**src/rtl/sp_dram_word.sv**
```systemverilog
// sp_dram_word: 32-bit word front end for the sp_dram line controller.
//
// Kernel word reads and writes come in. They leave as 128-bit line
// commands with byte masks. A single-line read buffer lets repeated reads
// within one line complete locally. Writes always go through to DRAM, and
// they patch the buffer when they hit it.
//
// Ports
//   clk, rst        clock; asynchronous active-high reset
//   addr[26:0]      word address: [26:2] line, [1:0] word within the line
//   din[31:0]       write data
//   we, re          request strobes, sampled only while ready=1
//   dout[31:0]      read data, held until the next read completes
//   ready           idle and able to accept a request
//   mem_addr[24:0]  line address to sp_dram
//   mem_din[127:0]  line write data (the word replicated 4x)
//   mem_mask[15:0]  byte enables, 1 = write byte (0 outside WR_REQ)
//   mem_we, mem_re  one-cycle line strobes
//   mem_dout[127:0] line read data from sp_dram
//   mem_ready       sp_dram ready
//
// Handshake: a request is taken on a rising edge where ready=1 and we or
// re is high. we wins over re. Requests seen while ready=0 are dropped,
// not queued. On the DRAM side, a strobe is raised only in a cycle where
// mem_ready=1, so the command transfers in that same cycle.

module sp_dram_word #(
  parameter logic ENABLE_BUFFER = 1'b1
) (
  input  logic         clk,
  input  logic         rst,
  input  logic [26:0]  addr,
  input  logic [31:0]  din,
  input  logic         we,
  input  logic         re,
  output logic [31:0]  dout,
  output logic         ready,
  output logic [24:0]  mem_addr,
  output logic [127:0] mem_din,
  output logic [15:0]  mem_mask,
  output logic         mem_we,
  output logic         mem_re,
  input  logic [127:0] mem_dout,
  input  logic         mem_ready
);

  typedef enum logic [2:0] {
    S_IDLE    = 3'd0,
    S_WR_REQ  = 3'd1,
    S_RD_REQ  = 3'd2,
    S_RD_GAP  = 3'd3,
    S_RD_WAIT = 3'd4
  } state_e;

  state_e         state_q, state_d;
  logic [26:0]    req_addr_q, req_addr_d;
  logic [31:0]    req_din_q, req_din_d;
  logic [127:0]   line_q, line_d;
  logic [24:0]    tag_q, tag_d;
  logic           valid_q, valid_d;
  logic [31:0]    dout_q, dout_d;

  logic           rd_hit;
  logic           wr_hit;

  function automatic logic [31:0] word_sel(input logic [127:0] l, input logic [1:0] w);
    logic [31:0] r;
    case (w)
      2'd0:    r = l[31:0];
      2'd1:    r = l[63:32];
      2'd2:    r = l[95:64];
      default: r = l[127:96];
    endcase
    return r;
  endfunction

  // The incoming request is compared against the buffer tag. A write in
  // flight is compared using its latched address.
  assign rd_hit = ENABLE_BUFFER && valid_q && (tag_q == addr[26:2]);
  assign wr_hit = ENABLE_BUFFER && valid_q && (tag_q == req_addr_q[26:2]);

  always_comb begin
    state_d    = state_q;
    req_addr_d = req_addr_q;
    req_din_d  = req_din_q;
    line_d     = line_q;
    tag_d      = tag_q;
    valid_d    = valid_q;
    dout_d     = dout_q;
    mem_we     = 1'b0;
    mem_re     = 1'b0;
    mem_mask   = 16'h0000;

    case (state_q)
      S_IDLE: begin
        if (we) begin
          req_addr_d = addr;
          req_din_d  = din;
          state_d    = S_WR_REQ;
        end else if (re) begin
          if (rd_hit) begin
            dout_d = word_sel(line_q, addr[1:0]);
          end else begin
            req_addr_d = addr;
            req_din_d  = din;
            state_d    = S_RD_REQ;
          end
        end
      end

      S_WR_REQ: begin
        mem_mask = 16'h000F << {req_addr_q[1:0], 2'b00};
        mem_we   = mem_ready;
        if (mem_ready) begin
          // Keep the buffered copy coherent with what DRAM now holds.
          if (wr_hit) begin
            for (int i = 0; i < 4; i++) begin
              if (req_addr_q[1:0] == i[1:0]) begin
                line_d[32*i +: 32] = req_din_q;
              end
            end
          end
          state_d = S_IDLE;
        end
      end

      S_RD_REQ: begin
        mem_re = mem_ready;
        if (mem_ready) begin
          state_d = S_RD_GAP;
        end
      end

      // sp_dram still shows ready in the cycle right after the strobe.
      // Skipping that cycle keeps a stale ready from being taken as data.
      S_RD_GAP: begin
        state_d = S_RD_WAIT;
      end

      S_RD_WAIT: begin
        if (mem_ready) begin
          line_d  = mem_dout;
          tag_d   = req_addr_q[26:2];
          valid_d = 1'b1;
          dout_d  = word_sel(mem_dout, req_addr_q[1:0]);
          state_d = S_IDLE;
        end
      end

      default: begin
        state_d = S_IDLE;
      end
    endcase
  end

  always_ff @(posedge clk or posedge rst) begin
    if (rst) begin
      state_q    <= S_IDLE;
      req_addr_q <= '0;
      req_din_q  <= '0;
      line_q     <= '0;
      tag_q      <= '0;
      valid_q    <= 1'b0;
      dout_q     <= '0;
    end else begin
      state_q    <= state_d;
      req_addr_q <= req_addr_d;
      req_din_q  <= req_din_d;
      line_q     <= line_d;
      tag_q      <= tag_d;
      valid_q    <= valid_d;
      dout_q     <= dout_d;
    end
  end

  assign ready    = (state_q == S_IDLE);
  assign dout     = dout_q;
  assign mem_addr = req_addr_q[26:2];
  assign mem_din  = {4{req_din_q}};

endmodule

```
**config.mk**
```make
export PLATFORM = sky130hd
export DESIGN_NAME = sp_dram_word
export DESIGN_NICKNAME = d
export VERILOG_FILES = /design/src/rtl/sp_dram_word.sv
export SDC_FILE = /design/constraint.sdc
export NUM_CORES = 1
export LEC_CHECK = 0
export BUFFER_PORTS_ARGS = -buffer_cell sky130_fd_sc_hd__buf_2
export CAP_MARGIN = 20
export CORE_MARGIN = 2
export CORE_UTILIZATION = 50
export DETAILED_ROUTE_END_ITERATION = 8
export GPL_ROUTABILITY_DRIVEN = 0
export GPL_TIMING_DRIVEN = 0
export PLACE_DENSITY = 0.75
export SKIP_CTS_REPAIR_TIMING = 1
export SYNTH_ARGS = -nofsm -noshare
export SYNTH_HDL_FRONTEND = slang
export SYNTH_SLANG_ARGS = --single-unit
```
**constraint.sdc**
```tcl
create_clock -name clk -period 21.6 [get_ports clk]
set_clock_uncertainty 0.1 [all_clocks]
set_input_delay 3.24 -clock clk [delete_from_list [all_inputs] [get_ports clk]]
set_output_delay 3.24 -clock clk [all_outputs]
set_load 0.1 [all_outputs]
```
Word-level counts from Yosys, hierarchy flattened. Cells that the tools add are included.

Equal/unequal tests: 26. Reductions and logical operators: 17. Mux-type cells: 30. Shift operators: 1.

Operators by type and width (number): 128-bit 2-to-1 mux (3); 32-bit 2-to-1 mux (11); 128-bit case mux with 2 select lines (1); 32-bit case mux with 3 select lines (2); 27-bit 2-to-1 mux (3); 32-bit case mux with 2 select lines (1); 25-bit equality test (2); 5-bit AND reduction (5); 2-bit inequality test, second input constant (11); 16-bit 2-to-1 mux (1); 4-bit by 4-bit << shifter with 16-bit output, first input constant (1); 3-bit 2-to-1 mux (5); 3-bit case mux with 4 select lines (1); 2-bit equality test, second input constant (3); 3-bit by 2-bit equality test with 1-bit output, second input constant (2); 3-bit inequality test, second input constant (2); 2-bit nonzero test (3); 2-bit by 1-bit equality test with 1-bit output, second input constant (2); 2-bit logical NOT (2); 2-bit by 1-bit inequality test with 1-bit output, second input constant (2); 4-bit AND reduction (1); 3-bit by 1-bit equality test with 1-bit output, second input constant (1); 3-bit equality test, second input constant (1); 3-bit logical NOT (1); 5 further kinds (7).

Flip-flop bits (word level): 248. Word-level logic and storage cells: 84.

Logic depth before layout (Yosys ltp). Gate-level depths: netlist (run 1).

Depth after elaboration: 6. Mapped depth: 9. Gate-level depth less buffers: 6.

Worst setup path after synthesis (run 1). Ideal clock, no wire load.

Path type: input to output. Start point: in mem_ready. End point: out mem_re. Setup slack: 12.114 ns. Arrival: 6.146 ns. Stages on the path: 5. Required time: 18.260 ns. Buffers on the path: 3. Path through: clkbuf_1 > clkbuf_1 > clkbuf_1 > nand2_1 > nor3_1.

Word-level cells in the longest chain between the ends: 1.

RTL lines: from (decl) (line 44) `input logic mem_ready`; 1-bit 2-to-1 mux (line 94) `case (state_q)`; to (decl) (line 42) `output logic mem_re,`.

Every way passes these cells.

Worst setup path after layout (run 1). Same ends and word-level chain as after synthesis.

==> results.py, run 1 <==
metrics = {
    "timing": {
        "slew_violations": 0,
        "setup_ws_ps": 12640,
        "hold_violations": 0,
        "finalSetupViolCount": 0,
        "fmax_mhz": 112,
        "period_share_pct": 41.5,
        "worst_pin_slew_ps": 984,
        "fin_setup_tns_ps": 0,
        "slew_headroom_pct": 34.4,
        "fin_crit_ps": 8960,
        "rsz0062_at_grt": "false",
    },
    "clock_tree": {
        "cts_made_buffers": 28,
        "clockBufferDepth": 3,
        "clk_pin_slew_worst_paths_ps": 50,
        "cts.htree.levels": 1,
        "clk_latency_ps": 550,
        "root_buffer": "clkbuf_16",
        "cts.sink_count": 248,
        "cts_tree": "done",
    },
    "finish": {
        "drive_gt1_share_pct": 38.7,
        "finalNonFillerCells": 2482,
        "area_growth_pct": 21.4,
        "nets": 2201,
        "design_area_mm2": 0.0200,
    },
    "worst_setup_path": {
        "required_ps": 18260,
        "critPathLaunchType": "primary input",
        "worstPathMaxFanout": 10,
        "arrival_ps": 5620,
        "crit_path_end_kind": "output pin",
        "critical_path_class": "primary input to output pin",
    },
    "routing": {
        "vias": 16349,
        "wl_mm": 62.3,
        "drt_iter0_markers": 2421,
        "postRouteAntennaNets": 0,
        "post_drt_wl_per_cell_um": 25.1,
        "drt-vias-per-instance": 6.59,
        "dr.pass1.iters": 8,
        "drc": 0,
    },
    "placed_design": {
        "dp_cells": 2421,
        "detailedPlace.worstSlack_ps": 12810,
        "place_area_mm2": 0.0191,
        "port_buffers": 393,
        "hpwl_mm": 43.2,
    },
    "synth": {
        "synth.yosys.seq_area_share_pct": 37.6,
        "yosysWarnings": 0,
        "synthFlopType": "dfrtp_1",
        "avgSynthCellArea_um2": 10.4,
        "netlist_area_mm2": 0.0165,
        "syn-num-nets": 1776,
        "synth_cell_types": 37,
        "synth_enable_flop_cells": 0,
        "synth-seq-cells": 248,
        "synthArstFlopShare_pct": 100,
        "synthCells": 1584,
    },
    "global_routing": {
        "grt_max_degree": 126,
        "first_global_vias": 16135,
        "antenna_found_initial": 14,
        "grt-ovfl-total": 0,
        "grt_pass1_wl_mm": 93.0,
        "grt_usage_pct": 35.4,
    },
    "outcome": {
        "status": "finished clean",
    },
    "die": {
        "io_pins": 396,
        "core-area_mm2": 0.0325,
        "row_count": 66,
        "die_w_um": 186,
        "start_util_pct": 50.7,
        "die_area_mm2": 0.0345,
        "die_height_um": 186,
    },
    "run": {
        "drv_cap": 0,
    },
    "hold_path": {
        "min_path_type": "flop to flop",
    },
}
[critical path, cell delays in order]
cell and delay [ps]:
buf_2 120, clkbuf_1 540, clkbuf_1 480, clkbuf_1 510, nand2_1 110, nor3_1 130, buf_2 470
[per-stage QoR]
step | util, % | hold slack [ps]
finish | 61.6 | 403
global route | 61.6 | 411
detailed placement | 58.7 | 393
CTS | 61.5 | 406
global placement | 58.5 | 388
floorplan | - | 364
[registers in the layout, summed over array words and instances (netlist names)]
register,flops
line_q,128
req_din_q,32
dout,32
state_q,3
valid_q,1
tag_q,25
req_addr_q,27
[worst paths after layout]
kind	startpoint	to	slack, ps	cells past startpoint
hold reg to reg	dout[5]$_DFFE_PP0P_	dout[5]$_DFFE_PP0P_	400	1
min in group asynchronous	rst	req_din_q[27]$_DFFE_PP0P_	2500	2
max in group asynchronous	rst	line_q[65]$_DFFE_PP0P_	18020	3
setup / recovery	mem_ready	mem_re	12640	7
setup reg to reg	state_q[1]$_DFFE_PP0P_	line_q[41]$_DFFE_PP0P_	18310	9
hold / removal	dout[5]$_DFFE_PP0P_	dout[5]$_DFFE_PP0P_	400	1
[synthesized netlist by cell type (10+ instances only)]
cell      count  area, um2
o211ai_1    257       1930
dfrtp_1     248       6210
clkbuf_1    145        544
buf_4       133        998
a22oi_1     128        961
a31oi_1     128        801
nor3b_1     128        961
mux2_2      106       1190
nand2_1     102        383
mux4_2       64       1440
xnor2_1      26        228
xor2_1       24        210
buf_2        22        110
buf_1        10       37.5
mux2_4       10        150
[per-layer routing]
metal | track usage [%] | part of all wire (%) | up-vias
met3 | 11.3 | 13 | 275
met4 | 15.9 | 5.2 | 10
met5 | 0 | 0.10 | -
li1 | - | - | 6897
met1 | 45.5 | 37 | 7913
met2 | 54.5 | 45 | 1254
[area by class of cell]
class                           instances  area (um2)
Fill cell                            2746       12500
Multi-Input combinational cell       1017        8560
Sequential cell                       248        6210
Timing Repair Buffer                  395        2020
Buffer                                312        1710
Clock buffer                           41         821
Tap cell                              442         553
Clock inverter                         11         105
Inverter                                7        33.8
Antenna cell                            9        22.5
[cell families after synthesis]
logic type / count (synthesis) / share of synthesized area (%)
flops: 248 / 37.6
mux: 181 / 16.9
compound gates: 522 / 22.8
simple gates: 264 / 9.46
buf+inv: 319 / 10.5
xor+xnor: 50 / 2.65
[cell usage in the layout (no fill, tap or decap), drive strengths merged, types with 3 or more instances in the layout]
cell type and n:
buf 562, o211ai 257, dfrtp 248, clkbuf 186, nor3b 129, a31oi 128, a22oi 128, mux2 116
nand2 102, mux4 64, xnor2 26, xor2 24, diode 9, clkinv 9, nand4 8, nor4 7
inv 7, nand3 4, or2 3, o21ai 3
Power of run 1 is left out: the tool's default activity adds up to more than one toggle a clock period on the data nets, which glitch-free logic cannot reach.
==> inputs of run 2 (changes only) <==
- PLACE_DENSITY: 0.75 -> 0.78
- clock period: 21.6 -> 8.1 ns (I/O delays scaled with it)
==> results.py, run 2 (synthesis results as in run 1) <==
metrics = {
    "timing": {
        "hold_violations": 0,
        "period_share_pct": 61.3,
        "fmax_mhz": 201,
        "finalSetupViolCount": 0,
        "slew_violations": 0,
        "fin_setup_tns_ps": 0,
        "fin_crit_ps": 4970,
        "slew_headroom_pct": 40.3,
        "holdWs_ps": 402,
        "worst_pin_slew_ps": 895,
        "rsz0062_at_grt": "false",
    },
    "routing": {
        "vias": 16501,
        "wl_mm": 62.0,
        "drc": 0,
        "post_drt_wl_per_cell_um": 24.9,
        "postRouteAntennaNets": 0,
        "dr.pass1.iters": 8,
        "drt-vias-per-instance": 6.64,
        "drt_iter0_markers": 2405,
    },
    "clock_tree": {
        "cts.htree.levels": 1,
        "root_buffer": "clkbuf_16",
        "cts_tree": "done",
        "cts.sink_count": 248,
        "clockBufferDepth": 3,
        "clk_pin_slew_worst_paths_ps": 60,
        "clk_latency_ps": 580,
        "cts_made_buffers": 28,
    },
    "die": {
        "row_count": 66,
        "io_pins": 396,
        "die_area_mm2": 0.0345,
        "die_w_um": 186,
        "start_util_pct": 50.7,
        "core-area_mm2": 0.0325,
        "die_height_um": 186,
    },
    "global_routing": {
        "first_global_vias": 16143,
        "grt_pass1_wl_mm": 92.5,
        "antenna_found_initial": 13,
        "grt-ovfl-total": 0,
        "grt_max_degree": 41,
        "grt_usage_pct": 35.2,
    },
    "finish": {
        "fillCellCount": 2745,
        "nets": 2205,
        "largest_register": "line_q",
        "largest_register_ffs": 128,
        "layout_commonest_cell": "buf_2",
        "design_area_mm2": 0.0201,
        "layout_common_cells": "415 x buf_2, 257 x o211ai_1, 248 x dfrtp_1",
        "area_growth_pct": 21.9,
        "final_util_pct": 61.8,
        "drive_gt1_share_pct": 38.9,
    },
    "worst_setup_path": {
        "r2r-start": "state_q[1]$_DFFE_PP0P_",
        "r2r_setup_slack_ps": 4910,
        "required_ps": 6780,
        "r2r_cells": 9,
        "arrival_ps": 3650,
        "r2r_end": "line_q[42]$_DFFE_PP0P_",
        "critPathLaunchType": "flop",
        "crit_path_end_kind": "output pin",
        "critical_path_class": "flop to output pin",
        "worstPathMaxFanout": 13,
    },
    "placed_design": {
        "port_buffers": 393,
        "place_area_mm2": 0.0192,
        "hpwl_mm": 43.6,
    },
    "outcome": {
        "status": "finished clean",
    },
    "hold_path": {
        "min_path_type": "flop to flop",
        "hold_depth": 1,
        "holdPathEnd": "dout[12]$_DFFE_PP0P_",
        "min_from": "dout[12]$_DFFE_PP0P_",
    },
    "run": {
        "drv_cap": 0,
    },
}
[run 2: cell type report]
type	instances	area, um2	area share (%)
clock buffers	39	823	4.09
clock inverters	12	120	0.597
inverters	7	30.0	0.149
multi-input cells	1017	8560	42.6
flip-flops and latches	248	6210	30.8
well taps	442	553	2.75
plain buffers	312	1710	8.51
diodes	10	25.0	0.124
repair buffers	399	2090	10.4
[run 2: per-layer routing]
layer	global-route usage (%)	up-vias	wire length, um
met1	43.7	7957	22000
met3	10.9	301	8480
met4	19.0	8	3580
li1	-	6921	-
met5	2.37	-	54
met2	54.6	1314	27900
[run 2: worst max-delay path by stage]
stage | depth (start not counted) | slack, ps | end | startpoint
after global routing | 7 | 3100 | mem_mask[15] | req_addr_q[0]$_DFFE_PP0P_
after floorplan | 5 | 2660 | mem_re | mem_ready
final | 7 | 3130 | mem_mask[13] | req_addr_q[0]$_DFFE_PP0P_
after global placement | 2 | 1800 | req_din_q[3]$_DFFE_PP0P_ | rst
after CTS | 7 | 3280 | mem_mask[15] | req_addr_q[0]$_DFFE_PP0P_
after detailed placement | 7 | 3350 | mem_re | mem_ready
[run 2: critical path: stages (launching register included)]
cell	delay [ps]
dfrtp_1	310
buf_2	310
buf_2	470
nand3_1	320
inv_1	310
clkbuf_1	710
buf_4	220
buf_2	420
[run 2: per-stage QoR]
| step | worst slack [ps] | cells |
|---|---|---|
| floorplan | 2660 | 1584 |
| global placement | 1800 | 2419 |
| detailed placement | 3350 | 2425 |
| CTS | 3280 | 2476 |
| global route | 3100 | 2481 |
| finish | 3130 | 2486 |
Power of run 2 is left out for the same reason.
